`config.mk`:
```
export PLATFORM = sky130hd
export DESIGN_NAME = uart_rx_history
export DESIGN_NICKNAME = d
export VERILOG_FILES = /design/src/rtl/uart_pkg.sv /design/src/rtl/uart_sync2.sv /design/src/rtl/uart_rx_history.sv
export SDC_FILE = /design/constraint.sdc
export NUM_CORES = 1
export LEC_CHECK = 0
export CAP_MARGIN = 25
export CORE_UTILIZATION = 52
export DETAILED_ROUTE_END_ITERATION = 7
export MAX_ROUTING_LAYER = met4
export PLACE_DENSITY = 0.83
export SETUP_SLACK_MARGIN = 0.2
export SYNTH_ARGS = -nofsm -noshare
export SYNTH_HDL_FRONTEND = slang
export SYNTH_SLANG_ARGS = --single-unit
```
`constraint.sdc`:
```
create_clock -name CLK -period 2.1 [get_ports CLK]
set_input_delay 0.315 -clock CLK [delete_from_list [all_inputs] [get_ports CLK]]
set_output_delay 0.315 -clock CLK [all_outputs]
set_load 0.05 [all_outputs]
```
`src/rtl/uart_pkg.sv`:
```
// Shared UART definitions: receiver state encoding, history depth and baud divider helper.
package uart_pkg;

   typedef enum logic [2:0] {IDLE, START, DATA, STOP, BREAK} rx_state_t;

   localparam int UART_BUF_DEPTH = 4;

   function automatic int clks_per_bit(input int clk_hz, input int baud);
      return clk_hz / baud;
   endfunction

endpackage

```
`src/rtl/uart_sync2.sv`:
```
// Two-flop synchroniser for an asynchronous input; RST_VAL sets the level held during reset.
module uart_sync2 #(
   parameter logic RST_VAL = 1'b1
) (
   input  logic CLK,
   input  logic RESET_N,
   input  logic i_d,
   output logic o_q
);

   logic r_meta;
   logic r_sync;

   always_ff @(posedge CLK) begin
      if (!RESET_N) begin
         r_meta <= RST_VAL;
         r_sync <= RST_VAL;
      end else begin
         r_meta <= i_d;
         r_sync <= r_meta;
      end
   end

   assign o_q = r_sync;

endmodule

```
`src/rtl/uart_rx_history.sv`:
```
// 8N1 receiver with mid-bit sampling; good bytes shift into a four-entry history (index 3 newest).
//
//  state | meaning
//  IDLE  | line high, waiting for a start edge
//  START | counting to mid start bit, rejecting glitches
//  DATA  | sampling 8 data bits LSB-first at mid-bit
//  STOP  | sampling stop bit; commit or flag framing error
//  BREAK | stop bit was low; wait for the line to return high
module uart_rx_history
   import uart_pkg::*;
#(
   parameter int CLK_HZ       = 100_000_000,
   parameter int BAUD         = 115_200,
   parameter int CLKS_PER_BIT = clks_per_bit(CLK_HZ, BAUD)
) (
   input  logic       CLK,
   input  logic       RESET_N,
   input  logic       RX,
   output logic [7:0] RXBUF [UART_BUF_DEPTH-1:0],
   output logic [7:0] RX_DATA,
   output logic       RX_VALID,
   output logic       FRAME_ERR,
   output logic       RX_BUSY,
   output logic [2:0] RX_COUNT
);

   localparam int CNT_W = $clog2(CLKS_PER_BIT);
   localparam logic [CNT_W-1:0] CNT_MID = CNT_W'(CLKS_PER_BIT / 2 - 1);
   localparam logic [CNT_W-1:0] CNT_END = CNT_W'(CLKS_PER_BIT - 1);
   localparam logic [2:0]       CNT_MAX = 3'(UART_BUF_DEPTH);

   logic             w_rx_s;
   rx_state_t        r_state;
   logic [CNT_W-1:0] r_cnt;
   logic [2:0]       r_bitn;
   logic [7:0]       r_sh;

   uart_sync2 #(.RST_VAL(1'b1)) u_sync (
      .CLK     (CLK),
      .RESET_N (RESET_N),
      .i_d     (RX),
      .o_q     (w_rx_s)
   );

   always_ff @(posedge CLK) begin
      if (!RESET_N) begin
         r_state   <= IDLE;
         r_cnt     <= '0;
         r_bitn    <= '0;
         r_sh      <= '0;
         RX_DATA   <= '0;
         RX_VALID  <= 1'b0;
         FRAME_ERR <= 1'b0;
         RX_COUNT  <= '0;
         for (int i = 0; i < UART_BUF_DEPTH; i++) RXBUF[i] <= '0;
      end else begin
         RX_VALID  <= 1'b0;
         FRAME_ERR <= 1'b0;
         case (r_state)
            IDLE: begin
               if (!w_rx_s) begin
                  r_state <= START;
                  r_cnt   <= '0;
               end
            end
            START: begin
               if (r_cnt == CNT_MID) begin
                  r_cnt  <= '0;
                  r_bitn <= '0;
                  r_state <= w_rx_s ? IDLE : DATA;
               end else begin
                  r_cnt <= r_cnt + 1'b1;
               end
            end
            DATA: begin
               if (r_cnt == CNT_END) begin
                  r_cnt  <= '0;
                  r_sh   <= {w_rx_s, r_sh[7:1]};
                  r_bitn <= r_bitn + 1'b1;
                  if (r_bitn == 3'd7) r_state <= STOP;
               end else begin
                  r_cnt <= r_cnt + 1'b1;
               end
            end
            STOP: begin
               if (r_cnt == CNT_END) begin
                  r_cnt   <= '0;
                  RX_DATA <= r_sh;
                  if (w_rx_s) begin
                     RX_VALID <= 1'b1;
                     RXBUF[UART_BUF_DEPTH-1] <= r_sh;
                     for (int i = 0; i < UART_BUF_DEPTH - 1; i++) RXBUF[i] <= RXBUF[i+1];
                     if (RX_COUNT < CNT_MAX) RX_COUNT <= RX_COUNT + 1'b1;
                     r_state <= IDLE;
                  end else begin
                     FRAME_ERR <= 1'b1;
                     r_state   <= BREAK;
                  end
               end else begin
                  r_cnt <= r_cnt + 1'b1;
               end
            end
            BREAK: begin
               if (w_rx_s) r_state <= IDLE;
            end
            default: r_state <= IDLE;
         endcase
      end
   end

   assign RX_BUSY = (r_state != IDLE);

endmodule

```
# Word-level counts from Yosys, hierarchy flattened
# Cells that the tools add are included.
totals:
  ff_bits: 71
  in_bits: 3
  output_inout_bits: 46
  elab_cells: 62
classes:
  n_addsub: 3
  magnitude_cmp: 1
  eq_ne: 13
  muxes: 18
  reduce_logical: 13
ops:
  columns: ["op", "count"]
  rows:
  - ["10-bit 2-to-1 mux", 3]
  - ["10-bit one-hot mux with 3 select lines", 1]
  - ["3-bit 2-to-1 mux", 9]
  - ["3-bit one-hot mux with 5 select lines", 1]
  - ["10-bit by 1-bit adder with 10-bit output, second input constant", 1]
  - ["10-bit == test, second input constant", 1]
  - ["10-bit by 9-bit == test with 1-bit output, second input constant", 1]
  - ["2-bit inequality test, second input constant", 5]
  - ["3-bit AND reduction", 3]
  - ["3-bit by 1-bit adder with 3-bit output, second input constant", 2]
  - ["3-bit by 2-bit == test with 1-bit output, second input constant", 2]
  - ["3-bit == test, second input constant", 2]
  - ["3-bit one-hot mux with 2 select lines", 1]
  - ["2-bit AND reduction", 3]
  - ["6-bit AND reduction", 1]
  - ["3-bit nonzero test", 2]
  - ["4-bit AND reduction", 1]
  - ["3-bit by 1-bit == test with 1-bit output, second input constant", 1]
  - ["3-bit logical NOT", 1]
  - ["3-bit < comparator, second input constant", 1]
  - ["1-bit 2-to-1 mux", 2]
  - ["2-bit 2-to-1 mux", 1]
  - ["2-bit by 1-bit inequality test with 1-bit output, second input constant", 1]
  - ["2-bit nonzero test", 1]
  - ["2-bit OR reduction", 1]

# Depth between registers and ports, before layout
logic_depth:
  depth_word: 4
  ltp_mapped: 8
  mapped_depth_nobuf: 7

# Modules after synthesis
# A second synthesis with hierarchy kept.
hier_totals:
  cells_unflattened: 328
  area_unflattened_um2: 2867.8
modules_own_cells:
  columns: ["module", "instances", "cells_per_inst", "area_each_um2", "seq_area_each_um2"]
  rows:
  - ["uart_rx_history", 1, 324, 2815.2, 1381.3]
  - ["uart_sync2", 1, 4, 52.6, 40.0]

# Worst setup path after synthesis
# OpenSTA, ideal clock, no wires.
synth_timing:
  kind: "flip-flop to flip-flop"
  startpoint: "reg r_cnt[0]"
  endpoint: "reg r_bitn[1]"
  setup_time_ps: 70
  t_arrival_ps: 1835
  required_time_ps: 2030
  setup_slack_ps: 194
  path_stages_with_launch: 7
  n_path_buf: 0
  synth_period_minus_slack_ps: 1906
  path_cell_list: "dfxtp_1 -> ha_1 -> nand4b_1 -> or3_1 -> a211o_1 -> or3_1 -> a21oi_1"
synth_between:
  elab_chain_cells: 3
  elab_cells_between_ends: 5
  classes_between: "eq/ne: 4; reduce/logical: 1"
synth_rtl:
  columns: ["item", "line_no", "text"]
  rows:
  - ["from (decl)", "uart_rx_history.sv:34", "logic [CNT_W-1:0] r_cnt;"]
  - ["from (signal assigned)", "uart_rx_history.sv:72", "r_cnt <= r_cnt + 1'b1;"]
  - ["from (signal assigned)", "uart_rx_history.sv:82", "r_cnt <= r_cnt + 1'b1;"]
  - ["from (signal assigned)", "uart_rx_history.sv:100", "r_cnt <= r_cnt + 1'b1;"]
  - ["10-bit == test or 10-bit by 9-bit == test with 1-bit output (tied branches)", "uart_rx_history.sv:76, uart_rx_history.sv:67", null]
  - ["2-bit inequality test (no line)", null, null]
  - ["3-bit AND reduction (no line) (*)", null, null]
  - ["to (signal assigned)", "uart_rx_history.sv:79", "r_bitn <= r_bitn + 1'b1;"]
  - ["to (decl)", "uart_rx_history.sv:35", "logic [2:0] r_bitn;"]
# Mark *: on every way between the ends. The rest lies on a longest branch, timed or not.
# A chain may end at the register's enable or synchronous reset.

# Worst setup path in the final report
layout_timing:
  startpoint: "reg r_cnt[3]"
  endpoint: "reg RX_DATA[0]"
layout_between:
  elab_chain_cells: 2
layout_rtl:
  columns: ["item", "line_no", "text"]
  rows:
  - ["10-bit == test", "uart_rx_history.sv:86", "if (r_cnt == CNT_END) begin"]
  - ["2-bit AND reduction (no line)", null, null]
  - ["to (signal assigned)", "uart_rx_history.sv:88", "RX_DATA <= r_sh;"]
  - ["to (decl)", "uart_rx_history.sv:20", "output logic [7:0] RX_DATA,"]
# No other way between the ends.

==> results.py <==
metrics = {
    "worst_setup_path": {
        "critPathCaptureType": "flip-flop",
        "cp.required_ns": 2.32,
        "reg2reg_slack_ns": 0.15,
        "startpoint_type": "flip-flop",
        "worst_ep_arrival_time_ns": 2.17,
        "r2r_start": "r_cnt[3]$_SDFFE_PN0P_",
        "timing.setup.critical_path_class": "flip-flop to flip-flop",
        "worstPathMaxFanout": 4,
        "rr_endpoint": "RX_DATA[0]$_SDFFE_PN0P_",
        "rr_worst_depth": 7,
    },
    "pwr": {
        "p_per_area_nw_per_um2": 616.1,
        "ir_worst_vdd_uv": 598.6,
        "p_leak_nw": 1.480,
    },
    "layout": {
        "nets": 418,
        "final_cell_count_no_fill": 485,
        "num_antenna_cells": 0,
        "fin_area_um2": 3974,
        "syn_to_final_growth_pct": 35.78,
        "drive_gt1_frac": 0.1614,
    },
    "timing": {
        "finalCriticalPeriod_ns": 1.950,
        "setup_slack_ns": 0.1499,
        "period_share": 0.9286,
        "holdWs_ns": 0.4124,
        "setup_viol": 0,
        "rsz0062_at_grt": "true",
        "final-max-slew-violation-count": 0,
        "hold_violations": 0,
        "fmax_mhz": 512.8,
        "skew_ns": 0.006510,
        "slew_headroom": 0.6395,
        "tightest_slew_ns": 0.5398,
    },
    "logic_synthesis": {
        "synth.distinct_cells": 46,
        "syn_nets": 347,
        "synth-seq-cells": 71,
        "synth-adder-area-share": 0.02138,
        "ys_seq_area_frac": 0.4857,
        "netlist_area_um2": 2927,
        "async_reset_ff_frac": 0,
        "synth_top_family_by_area": "simple AND/OR/NAND/NOR gates",
        "synth_top_area_frac": 0.4857,
        "synth_area_leaders": "dfxtp_1 (49%), nand2_1 (10%), mux2i_1 (6.5%)",
        "synth_compound_area_frac": 0.1189,
        "synth_most_common_cell": "nand2_1",
        "yosys.area.top_type": "dfxtp_1",
        "synth-main-ff-cell": "dfxtp_1",
        "synth_common_cells": "nand2_1 (78), dfxtp_1 (71), a21oi_1 (37), nor2_1 (29), mux2i_1 (19)",
        "post_synth.cell_area_avg_um2": 8.633,
        "synth-simple-area-share": 0.2617,
        "synth-xor-area-share": 0.002993,
        "syn_inst": 339,
        "synth_edf_count": 0,
        "yosys-mux-area-fraction": 0.06499,
        "ys_warn_count": 0,
    },
    "floorplan": {
        "dieArea_um2": 5932,
        "die_height_um": 77.02,
        "initial_core_util": 0.5553,
        "fp.dieW_um": 77.02,
        "num_io_pins": 49,
        "core_area_um2": 5270,
        "fp-row-count": 26,
    },
    "placed_design": {
        "postPlaceCellArea_um2": 3500,
        "dp_cells": 449,
        "place_ws_ns": -0.01369,
        "gp_congestion": 0.8894,
        "dp_hpwl_um": 4213,
        "portBuffers": 48,
    },
    "grt": {
        "grt_util_all_layers": 0.2418,
        "first_global_vias": 2394,
        "antenna_found_initial": 0,
        "overflow": 0,
        "grt_pass1_wl_um": 11060,
        "grt_max_degree": 34,
    },
    "min_path": {
        "hp-start": "u_sync.r_meta$_SDFF_PN1_",
        "whs_endpoint": "u_sync.o_q$_SDFF_PN1_",
        "whs_path_depth": 1,
        "hold_class": "flip-flop to flip-flop",
    },
    "drt": {
        "num_vias": 2670,
        "drc": 0,
        "ant_nets": 0,
        "post_drt_wl_per_cell_um": 14.93,
        "wl_um": 7243,
        "drtPass1Iterations": 4,
        "via_per_inst": 5.505,
        "drtIter0Drc": 175,
    },
    "clock_tree": {
        "cts_buffers": 9,
        "cts_sinks": 71,
        "clk_latency_ns": 0.34,
        "cts_tree": "built",
        "cts_hold_buffers": 0,
        "cts-root-buf": "clkbuf_8",
        "cts.htree.levels": 3,
        "clk_path_buf_depth": 2,
        "clkSlewWorstSetupHoldPaths_ns": 0.07,
    },
    "run": {
        "max-cap-violations": 0,
    },
    "status": {
        "status": "finished, final reports clean",
    },
}
-- worst max-delay path, stage by stage, from the launching register on --
cell and delay, ns:
dfxtp_4 0.36, or3b_4 0.43, nor4_4 0.30, buf_4 0.21
buf_12 0.11, buf_4 0.11, mux2i_1 0.25, nor2_1 0.07
-- flip-flops by register name (all words and copies together) (netlist names) --
name,cells
RXBUF,32
r_cnt,10
RX_DATA,8
r_sh,8
RX_COUNT,3
r_bitn,3
r_state,3
FRAME_ERR,1
RX_VALID,1
u_sync.o_q,1
u_sync.r_meta,1
-- report_power, final --
| part | switching (W) | internal (W) | total [W] |
|---|---|---|---|
| sequential | 0.00000995 | 0.00135 | 0.00136 |
| clock | 0.000480 | 0.000527 | 0.00101 |
| combinational | 0.0000537 | 0.0000301 | 0.0000838 |
| total | 0.000544 | 0.00190 | 0.00245 |
-- layout by cell type, fill, tap and decap left out, types with 5 or more instances in the layout --
cell type	synthesis	routed
a21oi_1	37	37
buf_4	2	25
clkbuf_8	0	12
clkdlybuf4s50_1	0	42
dfxtp_1	71	65
dlymetal6s2s_1	0	5
mux2i_1	19	19
nand2_1	78	78
nand2b_1	6	6
nand3_1	11	11
nor2_1	29	29
-- cells by family after synthesis --
family                   count (synthesis)
XOR/XNOR                                 1
AO/OA/AOI/OAI                           58
multiplexers                            19
flip-flops                              71
AND/OR/NAND/NOR                        160
adder cells (fa/ha/maj)                  5
buffers and inverters                   25
-- layout make-up --
class / instances / area, um^2
clock buffer: 14 / 172.7
clock inverter: 2 / 13.76
fill: 341 / 1296
inverter: 5 / 18.77
multi-input combinational: 243 / 1425
sequential: 71 / 1439
tap: 70 / 87.58
timing repair buffer: 80 / 817.0
-- through the flow --
stage / util / total power [W] / setup TNS (ns)
after global placement: 0.6641 / 0.001462 / 0
final: 0.7540 / 0.002448 / 0
after floorplan: - / 0.001442 / 0
after detailed placement: 0.6641 / 0.001463 / -0.02058
after global routing: 0.7540 / 0.002534 / 0
after CTS: 0.7170 / 0.002458 / 0
-- timing repair --
action | CTS | global route
resized for setup | 10 | 17
setup buffers | 6 | 11
endpoints found under the hold margin | 0 | 0
pin swaps | 2 | 5
setup endpoints to repair | 50 | 57
gates cloned | 1 | 2
-- layer usage --
layer / vias up / wire, um / track usage
met2: 90 / 3584 / 0.3741
li1: 1300 / - / -
met5: - / 0 / -
met4: 0 / 112 / 0.07358
met3: 11 / 384 / 0.07381
met1: 1269 / 3161 / 0.3032
-- how the worst max path moves through the flow --
stage / startpoint / to
after global routing: r_cnt[3]$_SDFFE_PN0P_ / RX_DATA[0]$_SDFFE_PN0P_
after global placement: r_cnt[1]$_SDFFE_PN0P_ / r_bitn[1]$_SDFFE_PN0P_
after detailed placement: r_cnt[1]$_SDFFE_PN0P_ / r_cnt[6]$_SDFFE_PN0P_
after floorplan: r_cnt[1]$_SDFFE_PN0P_ / r_bitn[1]$_SDFFE_PN0P_
final: r_cnt[3]$_SDFFE_PN0P_ / RX_DATA[0]$_SDFFE_PN0P_
after CTS: r_cnt[0]$_SDFFE_PN0P_ / r_bitn[1]$_SDFFE_PN0P_
(Power assumes the default switching activity.)
